$ cat src/rtl/craft_pkg.sv
// Shared CRAFT tables, FSM encoding and nibble-level round helpers.
// Nibble 0 is bits [63:60]; in nib_vec_t terms nibble i is element 15-i.
package craft_pkg;

  typedef enum logic [1:0] {
    ST_IDLE = 2'd0,
    ST_RUN  = 2'd1,
    ST_DONE = 2'd2
  } craft_state_e;

  typedef logic [15:0][3:0] nib_vec_t;

  localparam logic [3:0] SBOX [16] = '{
    4'hc, 4'ha, 4'hd, 4'h3, 4'he, 4'hb, 4'hf, 4'h7,
    4'h8, 4'h9, 4'h1, 4'h5, 4'h0, 4'h2, 4'h4, 4'h6
  };

  localparam logic [3:0] PN [16] = '{
    4'd15, 4'd12, 4'd13, 4'd14, 4'd10, 4'd9, 4'd8, 4'd11,
    4'd6,  4'd5,  4'd4,  4'd7,  4'd1,  4'd2, 4'd3, 4'd0
  };

  localparam logic [3:0] Q [16] = '{
    4'd12, 4'd10, 4'd15, 4'd5, 4'd14, 4'd8, 4'd9,  4'd2,
    4'd11, 4'd3,  4'd7,  4'd4, 4'd6,  4'd0, 4'd1,  4'd13
  };

  localparam logic [3:0] RC_A [32] = '{
    4'h1, 4'h8, 4'h4, 4'h2, 4'h9, 4'hc, 4'h6, 4'hb,
    4'h5, 4'ha, 4'hd, 4'he, 4'hf, 4'h7, 4'h3, 4'h1,
    4'h8, 4'h4, 4'h2, 4'h9, 4'hc, 4'h6, 4'hb, 4'h5,
    4'ha, 4'hd, 4'he, 4'hf, 4'h7, 4'h3, 4'h1, 4'h8
  };

  localparam logic [2:0] RC_B [32] = '{
    3'h1, 3'h4, 3'h2, 3'h5, 3'h6, 3'h7, 3'h3, 3'h1,
    3'h4, 3'h2, 3'h5, 3'h6, 3'h7, 3'h3, 3'h1, 3'h4,
    3'h2, 3'h5, 3'h6, 3'h7, 3'h3, 3'h1, 3'h4, 3'h2,
    3'h5, 3'h6, 3'h7, 3'h3, 3'h1, 3'h4, 3'h2, 3'h5
  };

  function automatic logic [63:0] pn_perm(input logic [63:0] s);
    nib_vec_t v;
    nib_vec_t r;
    v = s;
    r = '0;
    for (int i = 0; i < 16; i++) r[15-i] = v[15-int'(PN[i])];
    return r;
  endfunction

  function automatic logic [63:0] q_perm(input logic [63:0] s);
    nib_vec_t v;
    nib_vec_t r;
    v = s;
    r = '0;
    for (int i = 0; i < 16; i++) r[15-i] = v[15-int'(Q[i])];
    return r;
  endfunction

  // Rows 2 and 3 pass through; row 0 folds in rows 2,3 and row 1 folds in row 3.
  function automatic logic [63:0] mix_cols(input logic [63:0] s);
    nib_vec_t v;
    nib_vec_t r;
    v = s;
    r = v;
    for (int j = 0; j < 4; j++) begin
      r[15-j] = v[15-j] ^ v[7-j] ^ v[3-j];
      r[11-j] = v[11-j] ^ v[3-j];
    end
    return r;
  endfunction

  function automatic logic [63:0] add_rc(input logic [63:0] s, input logic [4:0] rc);
    nib_vec_t r;
    r = s;
    r[11] = r[11] ^ RC_A[rc];
    r[10] = r[10] ^ {1'b0, RC_B[rc]};
    return r;
  endfunction

endpackage

$ cat src/rtl/craft_sbox.sv
// CRAFT 4-bit S-box; the table is an involution so it also serves decryption.
module craft_sbox
  import craft_pkg::*;
(
  input  logic [3:0] x_i,
  output logic [3:0] y_o
);

  assign y_o = SBOX[x_i];

endmodule

$ cat src/rtl/craft_decrypt.sv
// Iterative CRAFT decryptor: one inverse round per enabled clock edge.
// state   | meaning
// ST_IDLE | waiting for in_valid, in_ready high
// ST_RUN  | inverting rounds rc = NR-1 down to 0
// ST_DONE | pt valid, holding until out_ready
module craft_decrypt
  import craft_pkg::*;
#(
  parameter int NR = 32
) (
  input  logic         CLK,
  input  logic         RST,
  input  logic         CE,
  input  logic         in_valid,
  output logic         in_ready,
  input  logic [63:0]  ct,
  input  logic [127:0] key,
  input  logic [63:0]  tweak,
  output logic         out_valid,
  input  logic         out_ready,
  output logic [63:0]  pt
);

  localparam logic [4:0] RC_INIT = 5'(NR - 1);

  craft_state_e fsm_q, fsm_d;
  logic [4:0]   rc_q, rc_d;
  logic [63:0]  state_q, state_d;
  logic [127:0] key_q, key_d;
  logic [63:0]  tweak_q, tweak_d;
  logic [63:0]  pt_q, pt_d;

  logic [63:0]  sb_out;
  logic [63:0]  tk;
  logic [63:0]  rnd_in;
  logic [63:0]  rnd_out;

  for (genvar g = 0; g < 16; g++) begin : g_sb
    craft_sbox u_sbox (
      .x_i (state_q[63-4*g -: 4]),
      .y_o (sb_out[63-4*g -: 4])
    );
  end

  always_comb begin
    tk = '0;
    unique case (rc_q[1:0])
      2'd0: tk = key_q[127:64] ^ tweak_q;
      2'd1: tk = key_q[63:0]   ^ tweak_q;
      2'd2: tk = key_q[127:64] ^ q_perm(tweak_q);
      2'd3: tk = key_q[63:0]   ^ q_perm(tweak_q);
      default: tk = '0;
    endcase
  end

  // The last encryption round has no SB/PN, so its inverse skips them too.
  assign rnd_in  = (rc_q == RC_INIT) ? state_q : pn_perm(sb_out);
  assign rnd_out = mix_cols(add_rc(rnd_in ^ tk, rc_q));

  always_comb begin
    fsm_d   = fsm_q;
    rc_d    = rc_q;
    state_d = state_q;
    key_d   = key_q;
    tweak_d = tweak_q;
    pt_d    = pt_q;
    if (CE) begin
      unique case (fsm_q)
        ST_IDLE: begin
          if (in_valid) begin
            state_d = ct;
            key_d   = key;
            tweak_d = tweak;
            rc_d    = RC_INIT;
            fsm_d   = ST_RUN;
          end
        end
        ST_RUN: begin
          state_d = rnd_out;
          if (rc_q == 5'd0) begin
            pt_d  = rnd_out;
            fsm_d = ST_DONE;
          end else begin
            rc_d = rc_q - 5'd1;
          end
        end
        ST_DONE: begin
          if (out_ready) fsm_d = ST_IDLE;
        end
        default: fsm_d = ST_IDLE;
      endcase
    end
  end

  always_ff @(posedge CLK or negedge RST) begin
    if (!RST) begin
      fsm_q   <= ST_IDLE;
      rc_q    <= '0;
      state_q <= '0;
      key_q   <= '0;
      tweak_q <= '0;
      pt_q    <= '0;
    end else begin
      fsm_q   <= fsm_d;
      rc_q    <= rc_d;
      state_q <= state_d;
      key_q   <= key_d;
      tweak_q <= tweak_d;
      pt_q    <= pt_d;
    end
  end

  assign in_ready  = (fsm_q == ST_IDLE);
  assign out_valid = (fsm_q == ST_DONE);
  assign pt        = pt_q;

endmodule

$ cat config.mk
export PLATFORM = sky130hd
export DESIGN_NAME = craft_decrypt
export DESIGN_NICKNAME = d
export VERILOG_FILES = /design/src/rtl/craft_pkg.sv /design/src/rtl/craft_sbox.sv /design/src/rtl/craft_decrypt.sv
export SDC_FILE = /design/constraint.sdc
export NUM_CORES = 1
export LEC_CHECK = 0
export BUFFER_PORTS_ARGS = -buffer_cell sky130_fd_sc_hd__buf_2
export CAP_MARGIN = 20
export CELL_PAD_IN_SITES_DETAIL_PLACEMENT = 0
export CELL_PAD_IN_SITES_GLOBAL_PLACEMENT = 1
export CORE_MARGIN = 5
export CORE_UTILIZATION = 35
export DETAILED_ROUTE_END_ITERATION = 7
export GPL_TIMING_DRIVEN = 0
export PLACE_DENSITY_LB_ADDON = 0.1
export SYNTH_ARGS = -nofsm -noshare
export SYNTH_HDL_FRONTEND = slang
export SYNTH_SLANG_ARGS = --single-unit
$ cat constraint.sdc
create_clock -name CLK -period 2.8 [get_ports CLK]
set_input_delay 0.56 -clock CLK [delete_from_list [all_inputs] [get_ports CLK]]
set_output_delay 0.56 -clock CLK [all_outputs]
set_load 0.05 [all_outputs]
==> key figures, run 1 <==
Synth
  – Synth Net Count: 2,403
  – Compound-Gate Fraction of Synth Area: 13.3%
  – Syn. warnings: 0
  – Synth Area per Inst: 8.71 um2
  – Largest family of logic cells by synthesized area: simple AND/OR/NAND/NOR gates
  – Post-synth EDFFs: 0
  – Synth Instances: 2,134
  – Post-Synth XOR/XNOR Area: 14.0%
  – Yosys reg bits: 327
  – Yosys cell types: 48
  – Simple-gate share of the synthesized area: 17.3%
  – Multiplexer share of the synthesized area: 6.99%
  – Post-Syn Area: 0.0186 mm2
  – Post-synthesis sequential area ratio: 44.0%
  – Post-synth ARST share: 100%
  – Main synth FF type: dfrtp_1
  – Post-synthesis adder-cell area fraction: 0.915%

CTS
  – Worst-Skew Late Latency: 0.58 ns
  – TritonCTS clock tree: built
  – CTS root buffer: clkbuf_16
  – Clock Path Buffers: 3
  – CTS Buf Count: 39
  – Clock sink count: 327
  – H-tree levels: 2
  – Clock-pin slew on the worst setup and hold paths: 0.06 ns

Final layout
  – Area of the multi-input gates: 0.0111 mm2
  – Reg area: 0.00819 mm2
  – Fill cells: 5,261
  – N_diodes: 0
  – Layout cell share with drive strength beyond 1: 28.0%
  – Area added between synthesis and finish: 34.5%
  – Nets: 2,876
  – Final Util: 47.6%

Routing
  – Met3 wire length: 5.53 mm
  – Avg WL per Cell: 25.2 um
  – Vias: 17,700
  – Wl on met1: 35.4 mm
  – WL final: 83.7 mm
  – Top routing layer used: met4
  – DR vias/cell: 5.34
  – WL met2: 39.3 mm
  – # DRC: 0
  – Post-route ant nets: 0
  – Initial DRT Pass Iterations: 6
  – DRT iter0 DRCs: 1,665

Min path
  – Hold Crit Start: tweak[48]
  – HP Class: input pin to flip-flop

Floorplan
  – Die ar.: 0.0578 mm2
  – Initial Utilization: 35.4%
  – CORE AREA: 0.0526 mm2
  – Die Y: 240 um
  – I/O Pins: 327
  – FP Rows: 84
  – Die width: 240 um

Worst setup path
  – Crit Path Category: flip-flop to flip-flop
  – Critical Path Source Type: flip-flop
  – Crit path max fanout: 7
  – Arr. time, crit path: 3.79 ns
  – Required time worst endpoint: 3.23 ns
  – Worst Setup SP: rc_q[0]
  – Critical Path End Type: flip-flop
  – Reg2reg start: rc_q[0]

GRT
  – All-Layer GR Usage: 28.2%
  – Antenna violations before repair: 0
  – Grt total ovfl: 0
  – Vias in the first global route: 17,900
  – Largest net degree at the start of global routing: 114
  – First-pass GRT wire length: 119 mm

STA
  – Final Hold Vio Count: 0
  – Fin crit period: 3.36 ns
  – Fmax: 0.298 GHz
  – Setup Skew: 0.0220 ns
  – Tcrit/Tclk final: 120%
  – Max Slew Vio Count: 0
  – Final WS setup: -0.560 ns
  – RSZ-0062 raised after global routing: yes
  – Slew HR: 19.4%
  – Setup-failing EPs final: 108
  – Slew @ Worst Pin: 1.21 ns

Status
  – Status: finished with violations
  – Failing checks: negative setup slack

Place
  – GPL Wtd Cong: 0.952
  – # port buffers: 325
  – DPL Wire Length: 64.9 mm
  – Dpl ws: -1.45 ns

Run
  – Max cap viols: 0
[state kept, by name, summed over array words and instances, names as in the netlist]
register / cells
pt: 64
fsm_q: 2
state_q: 64
key_q: 128
tweak_q: 64
rc_q: 5
[stage by stage]
stage	TNS (ns)	cell area [um2]	hold WS, ns	cells
final	-30.40	25000	0.174	3324
after detailed placement	-210.54	21200	0.469	3150
after floorplan	0	18600	0.264	2134
after CTS	-22.66	24100	0.145	3295
after global routing	-38.32	25000	0.172	3324
after global placement	-1988.40	21100	0.461	3147
[worst paths after layout]
check                         endpoint  slack [ns]  depth (start not counted)
max                        state_q[60]       -0.56                         12
min                        tweak_q[48]        0.17                          3
max reg2reg                state_q[60]       -0.56                         12
min reg2reg                     pt[36]        0.47                          2
max in group asynchronous  tweak_q[57]        1.08                          4
min in group asynchronous       pt[61]        0.51                          2
[metal layers]
| metal | track usage (%) | vias up |
|---|---|---|
| li1 | - | 8160 |
| met1 | 37.8 | 8751 |
| met2 | 46.2 | 702 |
| met3 | 4.23 | 134 |
| met4 | 11.1 | 0 |
| met5 | 0 | - |
[cell usage after synthesis (all sizes together) (2+ instances only)]
cell type  instances  area (um2)
o211ai            13        97.6
nand3b             2        15.0
mux4               2        45.0
a221oi            14         123
a2111oi            2        17.5
nand2            695        2610
o21a               3        22.5
or3               31         194
and3               6        37.5
nor2b              5        31.3
o21ai            177         886
buf               32         164
o22ai             22         138
maj3               7        70.1
o221ai            18         158
ha                 8         100
nor2              44         165
a21o               3        22.5
clkbuf           106         398
a31oi              8        50.1
nand3              2        10.0
a211oi             4        30.0
nand2b             7        43.8
mux2              27         304
mux2i             95         951
inv               24        90.1
a21oi             84         420
dfrtp            327        8180
or2                2        12.5
nor4               2        12.5
xnor2            201        1760
xor2              93         815
a222oi            44         440
a22oi              4        30.0
nor3              10        50.1
[cells by family (layout without fill, tap and decap cells)]
family,after synthesis,after routing
adders and majority gates,15,15
buffers and inverters,162,664
xor gates and xnor gates,295,295
DFF,327,327
AOI/OAI and AO/OA,401,401
muxes,124,124
and+or+nand+nor,810,810
[worst max-delay path, cell delays in order (launching register included)]
cell and delay (ns):
dfrtp_1 0.41, clkbuf_8 0.17, inv_8 0.05, ha_4 0.17, buf_12 0.17, buf_12 0.14, mux2i_2 0.22, xor2_1 0.09
a222oi_1 1.03, xnor2_1 0.20, xnor2_1 0.18, xnor2_1 0.25, a21oi_1 0.11
[what timing repair did]
action                                 4_1_cts  5_1_grt
setup endpoints to repair                  313      174
cloned                                       3        0
endpoints found under the hold margin       50        0
hold buffers                                 1        0
gates resized for setup                    261      155
buffers inserted                            75       35
pin swaps                                  128      104
[cell usage in the layout, fill, tap and decap left out, drive strengths merged, types with 2 or more instances in the layout]
| cell | synthesis | routed |
|---|---|---|
| a2111oi | 2 | 2 |
| a211oi | 4 | 4 |
| a21o | 3 | 3 |
| a21oi | 84 | 84 |
| a221oi | 14 | 14 |
| a222oi | 44 | 44 |
| a22oi | 4 | 4 |
| a31oi | 8 | 8 |
| and3 | 6 | 6 |
| buf | 32 | 465 |
| clkbuf | 106 | 164 |
| clkinv | 0 | 8 |
| dfrtp | 327 | 327 |
| ha | 8 | 8 |
| inv | 24 | 25 |
| maj3 | 7 | 7 |
| mux2 | 27 | 27 |
| mux2i | 95 | 95 |
| mux4 | 2 | 2 |
| nand2 | 695 | 695 |
| nand2b | 7 | 7 |
| nand3 | 2 | 2 |
| nand3b | 2 | 2 |
| nor2 | 44 | 44 |
| nor2b | 5 | 5 |
| nor3 | 10 | 10 |
| nor4 | 2 | 2 |
| o211ai | 13 | 13 |
| o21a | 3 | 3 |
| o21ai | 177 | 177 |
| o221ai | 18 | 18 |
| o22ai | 22 | 22 |
| or2 | 2 | 2 |
| or3 | 31 | 31 |
| xnor2 | 201 | 201 |
| xor2 | 93 | 93 |
[final cells by class]
class                      instances  share of cell area, %
buffer                           135                   3.09
clock buffer                      60                   4.66
clock inverter                    10                  0.270
inverter                          24                  0.390
multi-input combinational       1645                   44.2
sequential                       327                   32.7
tap                              688                   3.44
timing repair buffer             435                   11.2
Power of run 1 is not shown: default switching activity piles up to over one toggle a cycle in this logic, so the estimate is an artifact.
==> inputs of run 2 (changes only) <==
- TNS_END_PERCENT: not set -> 10
==> run 2 against run 1 <==
Net effect:
- the run ends with design-rule violations, negative setup slack left
- hold slack is essentially flat
- first-iteration DRC count is 7.3% lower
- die area stayed put
- design area decreased by 4.2%
- utilization is 2.0 points lower
- non-clock buffer count is 51 lower
- wire length decreased by 0.99%
- largest cell class unchanged
==> key figures, run 2 (synthesis results as in run 1) <==
Status
  – Status: finished with violations
  – Failing checks: design-rule violations, negative setup slack

Final layout
  – Finished Layout Cells: 3,273
  – Area added between synthesis and finish: 28.9%
  – Post-route cell area: 0.0240 mm2
  – N_diodes: 0
  – Commonest cells after routing, fill and taps aside: nand2_1, buf_2, dfrtp_1
  – Max reg flops: 128
  – Layout cell share with drive strength beyond 1: 24.3%
  – Nets: 2,825
  – Most common cell after layout, fill and taps aside: nand2_1
  – Largest reg by FF count: key_q

Place
  – Post-Place Cell Area: 0.0212 mm2
  – GPL Wtd Cong: 0.952
  – # port buffers: 325
  – DPL Wire Length: 64.9 mm
  – Cell Count Post-Placement: 3,150

Worst setup path
  – Required time worst endpoint: 3.23 ns
  – Crit path max fanout: 4
  – Crit Path Category: flip-flop to flip-flop
  – Worst stage delay on the critical path: 1.11 ns
  – Arr. time, crit path: 3.86 ns
  – Worst Path Buf+Inv: 4
  – Critical path cell sequence: clkbuf_8, inv_8, ha_4, buf_12, mux2i_2, xor2_1, a222oi_1, xnor2_2, buf_4, xnor2_4, xnor2_4, a21oi_2
  – Cell with the most instances on the worst path: xnor2_4
  – Critical Path Source Type: flip-flop
  – Critical Path End Type: flip-flop
  – CP max stage cell: a222oi_1
  – Crit-path leading delay family: compound AO/OA/AOI/OAI gates

Routing
  – Avg WL per Cell: 25.3 um
  – Initial DRT Pass Iterations: 8
  – # DRC: 5
  – DR vias/cell: 5.35
  – Post-route ant nets: 0
  – DRT iter0 DRCs: 1,544
  – Vias: 17,500
  – WL final: 82.8 mm

CTS
  – Worst-Skew Late Latency: 0.58 ns
  – Clock-pin slew on the worst setup and hold paths: 0.07 ns
  – Clock Path Buffers: 3
  – CTS root buffer: clkbuf_16
  – Clock sink count: 327
  – H-tree levels: 2
  – CTS Buf Count: 39
  – TritonCTS clock tree: built

STA
  – Setup Skew: 0.0237 ns
  – Slew @ Worst Pin: 1.30 ns
  – RSZ-0062 raised after global routing: yes
  – Tcrit/Tclk final: 123%
  – Fin crit period: 3.43 ns
  – Slew HR: 13.3%
  – Final WS setup: -0.635 ns
  – WHS: 0.174 ns
  – Setup-failing EPs final: 94
  – Final Hold Vio Count: 0
  – Max Slew Vio Count: 0
  – Fmax: 0.291 GHz

Run
  – Max cap viols: 0

GRT
  – Grt total ovfl: 0
  – All-Layer GR Usage: 28.1%
  – First-pass GRT wire length: 119 mm
  – Largest net degree at the start of global routing: 114
  – Antenna violations before repair: 0
  – Vias in the first global route: 17,700

Floorplan
  – Die width: 240 um
  – CORE AREA: 0.0526 mm2
  – I/O Pins: 327
  – Die Y: 240 um
  – FP Rows: 84
  – Die ar.: 0.0578 mm2
  – Initial Utilization: 35.4%

Min path
  – HP Class: input pin to flip-flop
-- run 2: path summary, 6_finish.rpt --
path                       cells after the start  slack [ns]      start     endpoint
min in group asynchronous                      2        0.51        RST       pt[60]
hold / removal                                 3        0.17  tweak[48]  tweak_q[48]
hold reg to reg                                2        0.47     pt[43]       pt[43]
setup / recovery                              12       -0.63    rc_q[0]  state_q[54]
setup reg to reg                              12       -0.63    rc_q[0]  state_q[54]
max in group asynchronous                      4        1.08        RST    key_q[99]
-- run 2: metrics by stage --
step           worst slack, ns  util, %  setup TNS, ns
2_1_floorplan          0.00923        -              0
3_3_place_gp             -5.50     40.1       -1988.40
3_5_place_dp             -1.45     40.3        -210.54
4_1_cts                 -0.477     44.9         -24.95
5_1_grt                 -0.568     45.6         -36.49
6_report                -0.635     45.6         -28.53
-- run 2: tightest hold or removal path, stage by stage --
cell and delay [ns]:
buf_2 0.08, nand2_1 0.04, nand2_1 0.04
-- run 2: per-layer routing --
layer | vias up | GRT usage (%) | share of wire (%)
li1 | 8049 | - | -
met1 | 8634 | 37.8 | 43
met2 | 706 | 45.9 | 47
met3 | 136 | 4.28 | 6.4
met4 | 0 | 10.5 | 4.1
met5 | - | 0 | 0
-- run 2: what timing repair did --
action,CTS,global route
cloned,3,0
pin swaps,103,64
setup endpoints to repair,313,135
buffers inserted,44,10
gates resized for setup,179,74
hold buffers,1,0
hold endpoints to repair,50,0
-- run 2: layout make-up --
cell class | instances | area, um2
Clock inverter | 10 | 67.6
Multi-Input combinational cell | 1645 | 10600
Inverter | 24 | 97.6
Timing Repair Buffer | 383 | 2280
Fill cell | 5339 | 28600
Buffer | 136 | 739
Sequential cell | 327 | 8180
Tap cell | 688 | 861
Clock buffer | 60 | 1170
Power of run 2 is left out for the same reason.
==> inputs of run 3 (changes only) <==
- CORE_ASPECT_RATIO: not set -> 0.9
- CORE_UTILIZATION: 35 -> 39
- TNS_END_PERCENT: 10 -> not set
==> run 3 against run 2 <==
Net effect:
- the run ends with negative setup slack left
- flip-flop and latch count unchanged
- first-iteration DRC count is 18% higher
- utilization is 5.9 points higher
- setup slack improved by 0.0054 ns
- global-route usage up 2.1 points
- clock skew is 0.0024 ns higher
- wire length fell by 2.8%
- highest routed layer unchanged
==> key figures, run 3 (synthesis results as in run 1) <==
Min path
  – HP Class: input pin to async pin

GRT
  – All-Layer GR Usage: 30.1%
  – Antenna violations before repair: 0
  – Grt total ovfl: 0
  – Vias in the first global route: 17,700
  – First-pass GRT wire length: 116 mm
  – Largest net degree at the start of global routing: 114

Place
  – DPL Wire Length: 62.7 mm
  – GPL Wtd Cong: 0.929
  – # port buffers: 325

Final layout
  – Commonest cells after routing, fill and taps aside: nand2_1, buf_2, dfrtp_1
  – N_diodes: 0
  – Largest reg by FF count: key_q
  – Area added between synthesis and finish: 30.0%
  – Nets: 2,849
  – Max reg flops: 128
  – Most common cell after layout, fill and taps aside: nand2_1
  – Layout cell share with drive strength beyond 1: 25.6%

Worst setup path
  – Crit Path Category: flip-flop to flip-flop
  – Crit path max fanout: 7
  – Setup crit end: state_q[57]
  – Required time worst endpoint: 3.27 ns
  – Reg2reg start: rc_q[0]
  – Worst reg2reg path depth: 13
  – Worst Setup SP: rc_q[0]
  – Setup slack, reg-to-reg: -0.63 ns
  – Reg2Reg Capture Point: state_q[57]
  – Critical Path Source Type: flip-flop
  – Arr. time, crit path: 3.90 ns
  – Critical Path End Type: flip-flop

STA
  – Final WS setup: -0.629 ns
  – RSZ-0062 raised after global routing: yes
  – Slew @ Worst Pin: 1.31 ns
  – Setup-failing EPs final: 91
  – Final Hold Vio Count: 0
  – Tcrit/Tclk final: 122%
  – WHS: 0.0177 ns
  – Fmax: 0.292 GHz
  – Fin crit period: 3.43 ns
  – Setup Skew: 0.0262 ns
  – Max Slew Vio Count: 0
  – Slew HR: 12.7%

Routing
  – Avg WL per Cell: 25.0 um
  – Initial DRT Pass Iterations: 7
  – Vias: 17,600
  – WL final: 80.5 mm
  – DRT iter0 DRCs: 1,823
  – Post-route ant nets: 0
  – DR vias/cell: 5.45
  – # DRC: 0

CTS
  – CTS root buffer: clkbuf_16
  – Hold_buf cts: 0
  – Clock sink count: 327
  – H-tree levels: 2
  – CTS Buf Count: 39
  – Clock-pin slew on the worst setup and hold paths: 0.06 ns
  – Clock Path Buffers: 3
  – Worst-Skew Late Latency: 0.58 ns
  – TritonCTS clock tree: built

Status
  – Status: finished with violations
  – Failing checks: negative setup slack

Floorplan
  – Die width: 240 um
  – Initial Utilization: 39.6%
  – FP Rows: 75
  – Die Y: 217 um
  – I/O Pins: 327
  – CORE AREA: 0.0469 mm2
  – Die ar.: 0.0521 mm2

Run
  – Max cap viols: 0
[run 3: changes by cell type in the layout (fill, tap and decap cells not counted), moves of 3 or more]
cell / delta
clkbuf_1: -8
buf_2: -6
o21ai_0: -19
o21ai_2: +7
mux2i_2: -3
buf_6: +14
clkbuf_2: +5
o21ai_1: +13
buf_4: +18
xnor2_2: +3
[run 3: how the worst min path moves through the flow]
| stage | from | to | slack [ns] | depth (start not counted) |
|---|---|---|---|---|
| after global routing | RST | pt[4] | 0.1 | 1 |
| final | RST | state_q[58] | 0.02 | 1 |
| after floorplan | RST | fsm_q[0] | 0.26 | 0 |
| after CTS | RST | pt[4] | 0.07 | 1 |
| after detailed placement | pt[35] | pt[35] | 0.47 | 2 |
| after global placement | pt[32] | pt[32] | 0.46 | 2 |
[run 3: worst max-delay path, stage by stage, from the launching register on]
cell and delay [ns]:
dfrtp_1 0.39, clkbuf_8 0.17, inv_8 0.03, ha_4 0.16, buf_12 0.15, buf_4 0.13
buf_6 0.10, mux2i_1 0.12, xor2_1 0.17, a222oi_1 0.86, xnor2_2 0.27, xnor2_2 0.22
xnor2_2 0.16, a221oi_2 0.35
[run 3: metal layers]
metal  routed length (um)  vias up  part of all wire (%)  global-route usage (%)
met1                33800     8566                    42                    41.1
met2                36500      747                    45                    47.0
met4                 3410        0                   4.2                    11.6
li1                     -     8114                     -                       -
met3                 6830      150                   8.5                    6.85
met5                    0        -                     0                       0
[run 3: metrics by stage]
stage	TNS, ns	util, %	worst slack, ns	instance area (um2)	instances
after floorplan	0	-	0.00923	18600	2134
after global placement	-1936.49	44.7	-5.47	21000	3075
after global routing	-38.21	51.5	-0.640	24200	3226
final	-31.96	51.5	-0.629	24200	3226
after CTS	-20.53	50.6	-0.418	23700	3208
after detailed placement	-163.64	44.9	-1.40	21100	3077
[run 3: what timing repair did]
item                       4_1_cts  5_1_grt
setup endpoints to repair      303      173
gates cloned                     3        0
pin swaps                      115       80
setup buffers                   61       22
resized for setup              210       82
[run 3: cell type report]
type,count,area [um2]
multi-input combinational,1645,10600
tap,616,771
fill,4605,22700
timing repair buffer,409,2460
inverter,24,101
clock buffer,57,1170
clock inverter,14,143
sequential,327,8180
buffer,134,766
Power of run 3 is left out for the same reason.
